--- config.mk ---
export PLATFORM = sky130hd
export DESIGN_NAME = pulse_train_monitor
export DESIGN_NICKNAME = d
export VERILOG_FILES = /design/src/rtl/pulse_train_monitor.sv
export SDC_FILE = /design/constraint.sdc
export NUM_CORES = 1
export LEC_CHECK = 0
export CAP_MARGIN = 20
export CORE_ASPECT_RATIO = 1.5
export CORE_UTILIZATION = 55
export CTS_BUF_LIST = sky130_fd_sc_hd__clkbuf_8 sky130_fd_sc_hd__clkbuf_16
export DETAILED_ROUTE_END_ITERATION = 7
export HOLD_SLACK_MARGIN = 0.05
export PLACE_DENSITY = 0.86
export REMOVE_ABC_BUFFERS = 1
export SLEW_MARGIN = 20
export SYNTH_ARGS = -nofsm -noshare
export SYNTH_HDL_FRONTEND = slang
export SYNTH_SLANG_ARGS = --single-unit
--- constraint.sdc ---
create_clock -name clk -period 6.4 [get_ports clk]
set_input_delay 0.96 -clock clk [delete_from_list [all_inputs] [get_ports clk]]
set_output_delay 0.96 -clock clk [all_outputs]
set_load 0.03 [all_outputs]
--- src/rtl/pulse_train_monitor.sv ---
// pulse_train_monitor
// Checks a pulse train against compile-time expected high width and period.
// Every complete cycle (rise to rise) is measured. Mismatches, stuck lines and
// lock status are reported.
//
// state  | meaning
// -------+-------------------------------------------------------------
// S_IDLE | no measurement running; waiting for a real 0->1 transition
// S_HIGH | line high inside a measured cycle; counting high width
// S_LOW  | line low after the high phase; next rise completes the period

module pulse_train_monitor #(
  parameter int EXP_DURATION = 2,
  parameter int EXP_PERIOD   = 3,
  parameter int LOCK_COUNT   = 4,
  parameter int CNT_WIDTH    = 16
) (
  input  logic                 clk,
  input  logic                 rst,
  input  logic                 i_pulse,
  input  logic                 i_clr_err,
  output logic [CNT_WIDTH-1:0] o_high_width,
  output logic [CNT_WIDTH-1:0] o_period,
  output logic                 o_meas_valid,
  output logic                 o_mismatch,
  output logic                 o_timeout,
  output logic                 o_err_sticky,
  output logic                 o_locked,
  output logic [CNT_WIDTH-1:0] o_good_count
);

  // Elaboration-time parameter legality checks
  if (EXP_DURATION < 1 || EXP_DURATION >= EXP_PERIOD) begin : g_bad_duration
    $error("pulse_train_monitor: need 1 <= EXP_DURATION < EXP_PERIOD");
  end
  if (LOCK_COUNT < 1) begin : g_bad_lock
    $error("pulse_train_monitor: LOCK_COUNT must be >= 1");
  end
  if (longint'(2 * EXP_PERIOD) >= (longint'(1) << CNT_WIDTH)) begin : g_bad_width
    $error("pulse_train_monitor: 2*EXP_PERIOD must fit below 2**CNT_WIDTH");
  end
  if (longint'(LOCK_COUNT) >= (longint'(1) << CNT_WIDTH)) begin : g_bad_lock_width
    $error("pulse_train_monitor: LOCK_COUNT must fit in CNT_WIDTH");
  end

  localparam logic [CNT_WIDTH-1:0] EXP_DUR_C = CNT_WIDTH'(EXP_DURATION);
  localparam logic [CNT_WIDTH-1:0] EXP_PER_C = CNT_WIDTH'(EXP_PERIOD);
  localparam logic [CNT_WIDTH-1:0] TO_LIMIT  = CNT_WIDTH'(2 * EXP_PERIOD);
  localparam logic [CNT_WIDTH-1:0] LOCK_C    = CNT_WIDTH'(LOCK_COUNT);
  localparam logic [CNT_WIDTH-1:0] ONE_C     = CNT_WIDTH'(1);
  localparam logic [CNT_WIDTH-1:0] ALL_ONES  = {CNT_WIDTH{1'b1}};

  typedef enum logic [1:0] {
    S_IDLE = 2'd0,
    S_HIGH = 2'd1,
    S_LOW  = 2'd2
  } state_t;

  state_t               state_q;
  state_t               state_d;

  logic                 pulse_d;
  logic                 rise;
  logic                 fall;

  logic [CNT_WIDTH-1:0] hi_cnt;
  logic [CNT_WIDTH-1:0] per_cnt;
  logic [CNT_WIDTH-1:0] hi_cap;
  logic [CNT_WIDTH-1:0] good_run;
  logic [CNT_WIDTH-1:0] good_run_d;

  // Events decoded alongside the next-state logic
  logic                 start_evt;
  logic                 meas_evt;
  logic                 tmo_evt;
  logic                 cap_evt;

  logic                 mismatch_now;
  logic                 good_now;
  logic                 err_d;

  function automatic logic [CNT_WIDTH-1:0] sat_inc(input logic [CNT_WIDTH-1:0] v);
    return (v == ALL_ONES) ? v : v + ONE_C;
  endfunction

  assign rise = i_pulse & ~pulse_d;
  assign fall = ~i_pulse & pulse_d;

  // Registered copy of the line; reset high so a line already high is no edge
  always_ff @(posedge clk) begin
    if (rst) begin
      pulse_d <= 1'b1;
    end else begin
      pulse_d <= i_pulse;
    end
  end

  // State register
  always_ff @(posedge clk) begin
    if (rst) begin
      state_q <= S_IDLE;
    end else begin
      state_q <= state_d;
    end
  end

  // Next-state logic. A completing rise in S_LOW beats the timeout, while in
  // S_IDLE the timeout wins and a rise on that edge is dropped.
  always_comb begin
    state_d   = state_q;
    start_evt = 1'b0;
    meas_evt  = 1'b0;
    tmo_evt   = 1'b0;
    cap_evt   = 1'b0;
    case (state_q)
      S_IDLE: begin
        if (per_cnt == TO_LIMIT) begin
          tmo_evt = 1'b1;
        end else if (rise) begin
          start_evt = 1'b1;
          state_d   = S_HIGH;
        end
      end
      S_HIGH: begin
        if (per_cnt == TO_LIMIT) begin
          tmo_evt = 1'b1;
        end else if (fall) begin
          cap_evt = 1'b1;
          state_d = S_LOW;
        end
      end
      S_LOW: begin
        if (rise) begin
          meas_evt  = 1'b1;
          start_evt = 1'b1;
          state_d   = S_HIGH;
        end else if (per_cnt == TO_LIMIT) begin
          tmo_evt = 1'b1;
        end
      end
      default: begin
        state_d = S_IDLE;
      end
    endcase
    if (tmo_evt) begin
      state_d = S_IDLE;
    end
  end

  // Output decode: classify the completed period and derive lock/error updates
  always_comb begin
    mismatch_now = meas_evt && ((per_cnt != EXP_PER_C) || (hi_cap != EXP_DUR_C));
    good_now     = meas_evt && !mismatch_now;

    good_run_d = good_run;
    if (mismatch_now || tmo_evt) begin
      good_run_d = '0;
    end else if (good_now && (good_run != LOCK_C)) begin
      good_run_d = good_run + ONE_C;
    end

    err_d = o_err_sticky;
    if (i_clr_err) begin
      err_d = 1'b0;
    end
    if (mismatch_now || tmo_evt) begin
      err_d = 1'b1;
    end
  end

  // Width and period counters; per_cnt in S_IDLE only runs while the line is low
  always_ff @(posedge clk) begin
    if (rst) begin
      hi_cnt  <= '0;
      per_cnt <= '0;
      hi_cap  <= '0;
    end else if (tmo_evt) begin
      hi_cnt  <= '0;
      per_cnt <= '0;
    end else if (start_evt) begin
      hi_cnt  <= ONE_C;
      per_cnt <= ONE_C;
    end else begin
      case (state_q)
        S_IDLE: begin
          if (!i_pulse) begin
            per_cnt <= sat_inc(per_cnt);
          end
        end
        S_HIGH: begin
          per_cnt <= sat_inc(per_cnt);
          if (i_pulse) begin
            hi_cnt <= sat_inc(hi_cnt);
          end
          if (cap_evt) begin
            hi_cap <= hi_cnt;
          end
        end
        S_LOW: begin
          per_cnt <= sat_inc(per_cnt);
        end
        default: begin
          per_cnt <= '0;
        end
      endcase
    end
  end

  // Registered outputs: strobes, measurements, lock and error status
  always_ff @(posedge clk) begin
    if (rst) begin
      o_high_width <= '0;
      o_period     <= '0;
      o_meas_valid <= 1'b0;
      o_mismatch   <= 1'b0;
      o_timeout    <= 1'b0;
      o_err_sticky <= 1'b0;
      o_locked     <= 1'b0;
      o_good_count <= '0;
      good_run     <= '0;
    end else begin
      o_meas_valid <= meas_evt;
      o_mismatch   <= mismatch_now;
      o_timeout    <= tmo_evt;
      if (meas_evt) begin
        o_period     <= per_cnt;
        o_high_width <= hi_cap;
      end
      good_run     <= good_run_d;
      o_locked     <= (good_run_d == LOCK_C);
      if (good_now) begin
        o_good_count <= sat_inc(o_good_count);
      end
      o_err_sticky <= err_d;
    end
  end

endmodule

### Word-level counts from Yosys, hierarchy flattened

Index checks and enable logic that the tools add are counted.

| word-level totals | value |
|---|---|
| bits in registers | 120 |
| bits of input ports | 4 |
| output and inout bits | 53 |
| logic and storage cells | 90 |

| operators by class | value |
|---|---|
| add/subtract/negate cells | 4 |
| bitwise gates (word level) | 8 |
| reduce and logical (&&, ||, !) cells | 19 |
| equal/unequal tests | 16 |
| muxes and demuxes | 27 |

Operators by type and width:

| cell | number |
|---|---|
| adder 16 x 1 -> 16 bit (second input constant) | 4 |
| two-way mux 16 bit | 4 |
| == test 16 bit (second input constant) | 3 |
| == test 16 x 3 -> 1 bit (second input constant) | 2 |
| inequality test 16 x 2 -> 1 bit (second input constant) | 2 |
| one-hot mux 16 bit (2 select lines) | 1 |
| inequality test 16 x 3 -> 1 bit (second input constant) | 1 |
| two-way mux 1 bit | 15 |
| inequality test 2 bit (second input constant) | 5 |
| AND reduction 3 bit | 3 |
| two-way mux 2 bit | 4 |
| NOT 1 bit | 6 |
| one-hot mux 2 bit (3 select lines) | 1 |
| nonzero test 2 bit | 3 |
| OR reduction 2 bit | 3 |
| one-hot mux 1 bit (2 select lines) | 2 |
| AND reduction 4 bit | 1 |
| logical AND 1 bit | 3 |
| inequality test 3 bit (second input constant) | 1 |
| OR reduction 3 bit | 1 |
| bitwise AND 1 bit | 2 |
| == test 2 x 1 -> 1 bit (second input constant) | 1 |
| == test 2 bit (second input constant) | 1 |
| logical NOT 2 bit | 1 |
| 3 further kinds | 4 |

### Logic depth before layout (Yosys ltp)

Gate-level depths: netlist of run 1.

| logic depth | value |
|---|---|
| depth after elaboration | 11 |
| mapped depth | 10 |
| depth with buffers taken out | 9 |

### Worst setup path after synthesis of run 1

Ideal clock, no wire load.

| timing | value |
|---|---|
| kind | input -> register |
| from | in i_pulse |
| to | reg o_locked |
| stages | 9 |
| data required time | 6.313 ns |
| buffers on the path | 2 |
| path slack | 3.664 ns |
| arrival | 2.649 ns |
| setup time | 0.087 ns |
| cell sequence | and4bb_2 > buf_6 > nand3_1 > a2111o_1 > buf_6 > or3_1 > a21oi_1 > o2111ai_1 > nor4b_2 |

| on the way | value |
|---|---|
| word-level cells in the longest chain between the ends | 10 |
| elaborated cells between the ends (all ways) | 13 |
| those cells by class | eq/ne: 1; mux: 6; bitwise: 1; reduce/logical: 5 |

RTL lines:

| what | RTL line | text |
|---|---|---|
| from (decl) | 20 | `input logic i_pulse,` |
| bitwise AND 1 bit * | 86 | `assign rise = i_pulse & ~pulse_d;` |
| two-way mux 1 bit | 133 | `if (rise) begin` |
| two-way mux 1 bit | 115 | `case (state_q)` |
| logical AND 1 bit | 152 | `mismatch_now = meas_evt && ((per_cnt != EXP_PER_C) \|\| (hi_cap != EXP_DUR_C));` |
| logical NOT 1 bit | 153 | `good_now = meas_evt && !mismatch_now;` |
| logical AND 1 bit | 153 |  |
| logical AND 1 bit | 158 | `end else if (good_now && (good_run != LOCK_C)) begin` |
| two-way mux 16 bit | 158 |  |
| two-way mux 16 bit * | 156 | `if (mismatch_now \|\| tmo_evt) begin` |
| == test 16 x 3 -> 1 bit * | 230 | `o_locked <= (good_run_d == LOCK_C);` |
| to (signal assigned) | 230 |  |
| to (decl) | 28 | `output logic o_locked,` |

Every way passes the cells marked *; elsewhere a longest branch is shown, timed or not.
A chain may end at the register's enable or synchronous reset.

### Worst setup path in the final report of run 1

Ends and elaborated chain as after synthesis.

==> results of run 1 <==
-- cell type report --
class                           count  area, µm²  share of cell area [%]
Clock buffer                       20        467                    7.13
Clock inverter                     11        108                    1.64
Inverter                           12       45.0                   0.688
Multi-Input combinational cell    478       2800                    42.7
Sequential cell                   120       2400                    36.7
Tap cell                          115        144                    2.20
Timing Repair Buffer               60        586                    8.94
-- layer usage --
metal,track usage (%),up-vias,part of all wire (%),wire length (µm)
met2,47.6,143,54,6850
met3,7.48,32,4.1,515
li1,-,2318,-,-
met1,26.0,2292,39,4980
met4,12.0,0,2.6,335
met5,0,-,0,0
-- per-stage QoR --
stage / cells / total power (µW) / util, % / hold slack (ns) / cell area, µm²
2_1_floorplan: 610 / 790 / - / 0.434 / 5240
4_1_cts: 816 / 1720 / 67.9 / 0.456 / 6550
3_5_place_dp: 785 / 808 / 62.0 / 0.448 / 5970
3_3_place_gp: 785 / 806 / 62.0 / 0.441 / 5970
5_1_grt: 816 / 1760 / 67.9 / 0.469 / 6550
6_report: 816 / 1710 / 67.9 / 0.454 / 6550
-- cells in the mapped netlist, types with 2 or more instances --
cell type	number	area, µm²
buf_6	3	33.8
nand2b_1	2	12.5
buf_1	3	11.3
nor4b_1	5	43.8
ha_1	6	75.1
mux2i_1	20	200
a21oi_1	48	240
buf_4	2	15.0
nand3_1	26	130
or4_1	3	22.5
and3_1	15	93.8
o21ai_0	17	85.1
and2_1	7	43.8
buf_2	2	10.0
clkbuf_1	21	78.8
nor2b_1	4	25.0
nand4_1	13	81.3
or2_2	2	12.5
nor2_1	83	312
nor4_2	2	25.0
dfxtp_1	120	2400
xor2_1	23	201
o211ai_1	2	15.0
nor3_1	12	60.1
a211oi_1	2	15.0
a41oi_1	2	17.5
a31oi_1	2	12.5
o21a_1	2	15.0
or3_1	8	50.1
nand2_1	98	368
and4_1	9	78.8
nor4_1	11	68.8
nand4b_1	3	26.3
inv_1	12	45.0
a31o_2	2	17.5
xnor2_1	28	245
-- state kept, by name, indices dropped and copies added (netlist names), 2 cells and up --
signal and flops:
good_run 16, hi_cap 16, hi_cnt 16, o_good_count 16
o_high_width 16, o_period 16, per_cnt 16, state_q 2
-- power by group through the flow --
stage | combinational, µW | sequential (µW) | clock, µW
floorplan | 20.7 | 769 | 0
global placement | 36.2 | 770 | 0
detailed placement | 37.1 | 771 | 0
CTS | 37.5 | 755 | 927
global route | 41.6 | 755 | 960
finish | 38.0 | 755 | 920
-- cells by family after synthesis --
family,count (synthesis),share of synthesized area (%)
AND/OR/NAND/NOR,311,28.5
adder cells (fa/ha/maj),6,1.39
AO/OA/AOI/OAI,90,9.85
flip-flops,120,44.4
XOR/XNOR,51,8.25
multiplexers,20,3.70
buffers and inverters,44,3.95
-- placed cells by master (no fill, tap or decap), types with 3 or more instances in the layout --
master           instances
a21oi_1                 48
nand4_1                 13
mux2i_1                 20
clkbuf_8                 3
xor2_1                  23
nand2_1                 98
and4_1                   9
nand4b_1                 3
or4_1                    3
nor3_1                  12
nand3_1                 26
o21ai_0                 17
nor4b_1                  5
inv_1                   15
buf_4                    4
and3_1                  15
nor2_1                  83
xnor2_1                 28
dfxtp_1                120
and2_1                   7
nor2b_1                  4
clkinv_2                 4
ha_1                     6
clkbuf_16               17
nor4_1                  11
or3_1                    8
clkdlybuf4s50_1         55
-- critical path: stages --
cell	delay [ns]
clkdlybuf4s50_1	0.57
and4bb_2	0.74
nand3_1	0.29
a2111o_1	0.49
or3_1	0.38
a21oi_1	0.17
o2111ai_1	0.14
nor4b_2	0.28
-- worst paths after layout --
path	start	end	slack [ns]
hold reg to reg	o_period[6]$_SDFFE_PP0P_	o_period[6]$_SDFFE_PP0P_	0.45
setup / recovery	i_pulse	o_locked$_SDFF_PP0_	2.70
setup reg to reg	per_cnt[0]$_SDFFE_PP0P_	o_locked$_SDFF_PP0_	3.23
hold / removal	o_period[6]$_SDFFE_PP0P_	o_period[6]$_SDFFE_PP0P_	0.45
==> results.toml, run 1 <==
[synth]
ys.flop_type = "dfxtp_1"
seq_area_frac_synth_pct = 44.4
ys_seq_elements = 120
netlist-cell-type-count = 58
netlist_area_um2 = 5410
async_reset_ff_share_pct = 0
avgSynthCellArea_um2 = 8.43
synth_enable_flop_cells = 0
yosys_warnings = 0
netlist_instances = 642

[global_routing]
antenna_found_initial = 0
overflow = 0
grt_pass1_wl_um = 20900
grt_max_degree = 75
grt_pass1_vias = 4594
grt_usage_pct = 25.5

[pwr]
peakVddDrop_uv = 200
p_sw_uw = 357
powerDensity_nw_per_um2 = 262
p_leak_uw = 0.00241
clockPowerShare_pct = 53.7
p_int_uw = 1360
p_comb_share_pct = 2.2
swShare_pct = 20.8
p_seq_share_pct = 44.1

[sta]
finalSetupViolCount = 0
slew_headroom_pct = 38.5
rsz0062_at_grt = "no"
fin_skew_ns = 0.0112
hold_viol_final = 0
tightest_slew_ns = 0.921
setup_tns_ns = 0
max_clock_freq_mhz = 270
min_period_ns = 3.70
layout_worst_path_cycle_share_pct = 57.8
setup_ws_ns = 2.70
slew_violations = 0

[worst_hold_path]
hold-path-cell-count = 2
hold_path_class = "register to register"

[floorplan]
design.core.area_um2 = 9630
start_util_pct = 56.2
io_pins = 57
die_area_um2 = 10200
die_x_um = 83.0
std_cell_rows = 44
die_h_um = 123

[outcome]
status = "completed"

[detailed_routing]
first_iter_violations = 313
drc = 0
post_drt_wl_per_cell_um = 15.5
via_count = 4785
dr.pass1.iters = 4
drt-total-wl_um = 12700
viasPerCell = 5.86
postRouteAntennaNets = 0

[cells_and_area]
num_antenna_cells = 0
layout-drive-gt1-share_pct = 6.56
syn_to_final_growth_pct = 21.0
nNetsFinal = 699
layout.filler_cells = 735

[critical_path]
crit_fanout = 34
r2r_cells = 8
start_kind = "input pin"
critPathRequiredTime_ns = 6.72
arrival_ns = 4.02
crit_path_end_kind = "register"
crit_type = "input pin to register"

[job]
maxCapViolCount = 0

[clock_network]
cts-resized-gates = 0
clock_path_buffers = 2
cts_max_level = 4
postCtsSetupRepairBufs = 0
clock_sinks = 120
cts_hold_buf = 0
tritoncts = "built"
clkSlewWorstSetupHoldPaths_ns = 0.05
clk_latency_ns = 0.42
cts_root_buf = "clkbuf_16"
numCtsBuffers = 17

[place]
dp_slack_ns = 2.32
dp_hpwl_um = 8430
gp_congestion = 0.930
numPortBuffers = 56
Note: power is estimated with default switching activity, not from simulation.
==> run 2: changes to the inputs <==
- CORE_UTILIZATION: 55 -> 51
- PLACE_DENSITY: 0.86 -> 0.84
- clock period: 6.4 -> 3.2 ns (I/O delays scaled with it)
==> results.toml, run 2 (synthesis gave the netlist of run 1 again) <==
[outcome]
status = "completed"

[sta]
finalSetupViolCount = 0
rsz0062_at_grt = "no"
hold_viol_final = 0
min_period_ns = 2.95
slew_violations = 0
fin_skew_ns = 0.00820
max_clock_freq_mhz = 339
tightest_slew_ns = 0.590
layout_worst_path_cycle_share_pct = 92.2
hold_ws_ns = 0.449
setup_ws_ns = 0.250
slew_headroom_pct = 60.5

[cells_and_area]
nNetsFinal = 711
multi_input_area_um2 = 2800
final_cell_mix = "dfxtp_1, nand2_1, nor2_1"
num_antenna_cells = 0
syn_to_final_growth_pct = 24.2
layout.filler_cells = 869
layout-drive-gt1-share_pct = 8.54
final_common_cell = "dfxtp_1"
finish.utilization_pct = 65.6
seq_area_um2 = 2400

[floorplan]
die_area_um2 = 11000
die_x_um = 86.1
die_h_um = 128
std_cell_rows = 45
design.core.area_um2 = 10200
io_pins = 57
start_util_pct = 52.8

[place]
dp_hpwl_um = 8990
numPortBuffers = 56
dp_slack_ns = 0.159
gp_congestion = 0.876

[critical_path]
cp_top_family = "simple AND/OR/NAND/NOR gates"
start_kind = "register"
critPathSlowestCell = "a2111o_1"
critPathRequiredTime_ns = 3.53
critPathBufInv = 0
crit_path_end_kind = "register"
crit_chain = "ha_1, nor4b_2, nand3_1, a2111o_1, or3_1, a21oi_1, o2111ai_1, nor4b_2"
crit_type = "register to register"
crit_top_cell = "nor4b_2"
crit_fanout = 8
arrival_ns = 3.28
slowest_delay_ns = 0.54

[pwr]
p_int_uw = 2840
powerDensity_nw_per_um2 = 533
clockPowerShare_pct = 55.6
p_comb_share_pct = 2.3
swShare_pct = 20.7
p_leak_uw = 0.00249
peakVddDrop_uv = 391
p_seq_share_pct = 42.2
power_uw = 3580
p_sw_uw = 741

[clock_network]
tritoncts = "built"
numCtsBuffers = 17
cts_root_buf = "clkbuf_16"
clkSlewWorstSetupHoldPaths_ns = 0.05
clk_latency_ns = 0.42
clock_path_buffers = 2
cts_hold_buf = 0
cts_max_level = 4
clock_sinks = 120

[detailed_routing]
drt-total-wl_um = 12900
postRouteAntennaNets = 0
dr.pass1.iters = 7
first_iter_violations = 283
post_drt_wl_per_cell_um = 15.1
drc = 0
via_count = 4753
viasPerCell = 5.56

[job]
maxCapViolCount = 0

[global_routing]
antenna_found_initial = 0
grt_pass1_wl_um = 21700
overflow = 0
grt_max_degree = 59
grt_pass1_vias = 4667
grt_usage_pct = 25.0

[worst_hold_path]
hold_path_class = "register to register"
-- run 2: changes by cell type in the layout (fill, tap and decap cells not counted), sizes merged --
| cell | delta |
|---|---|
| buf | +12 |
| bufinv | +2 |
| clkbuf | -2 |
| clkinvlp | +1 |
-- run 2: path summary, 6_finish.rpt --
| kind | slack, ns | from | to | depth (start not counted) |
|---|---|---|---|---|
| max reg2reg | 0.25 | per_cnt[0]$_SDFFE_PP0P_ | o_locked$_SDFF_PP0_ | 8 |
| min | 0.45 | o_period[6]$_SDFFE_PP0P_ | o_period[6]$_SDFFE_PP0P_ | 2 |
| min reg2reg | 0.45 | o_period[6]$_SDFFE_PP0P_ | o_period[6]$_SDFFE_PP0P_ | 2 |
| max | 0.25 | per_cnt[0]$_SDFFE_PP0P_ | o_locked$_SDFF_PP0_ | 8 |
-- run 2: through the flow --
step / instances / area (µm²) / setup TNS [ns]
after floorplan: 610 / 5240 / -3.08
after detailed placement: 821 / 6080 / 0
after CTS: 853 / 6700 / 0
after global routing: 855 / 6720 / 0
after global placement: 821 / 6080 / 0
final: 855 / 6720 / 0
-- run 2: power by group through the flow --
stage | Combinational (µW) | Clock [µW] | Sequential, µW
5_1_grt | 89.9 | 2080 | 1510
3_5_place_dp | 80.4 | 0 | 1540
3_3_place_gp | 78.6 | 0 | 1540
6_report | 81.6 | 1990 | 1510
2_1_floorplan | 41.4 | 0 | 1540
4_1_cts | 81.3 | 2010 | 1510
-- run 2: repair_timing --
action	4_1_cts	5_1_grt
setup buffers	0	2
resized for setup	0	1
setup endpoints to repair	0	1
-- run 2: area by class of cell --
class                           count  share of cell area [%]
Inverter                           12                   0.670
Sequential cell                   120                    35.7
Multi-Input combinational cell    478                    41.7
Clock inverter                     14                    2.68
Tap cell                          141                    2.63
Clock buffer                       18                    6.54
Timing Repair Buffer               72                    10.1
-- run 2: metal layers --
metal  wire length [µm]  global-route usage [%]
met1               5160                    26.7
met2               6770                    44.3
met3                637                    7.73
met4                361                    12.0
met5                  0                       0
-- run 2: tightest hold or removal path: cells and delay by family, from the launching register on --
| family | cells | cell delay [ns] |
|---|---|---|
| simple gates | 1 | 0.05 |
| compound gates | 1 | 0.05 |
| flops | 1 | 0.30 |
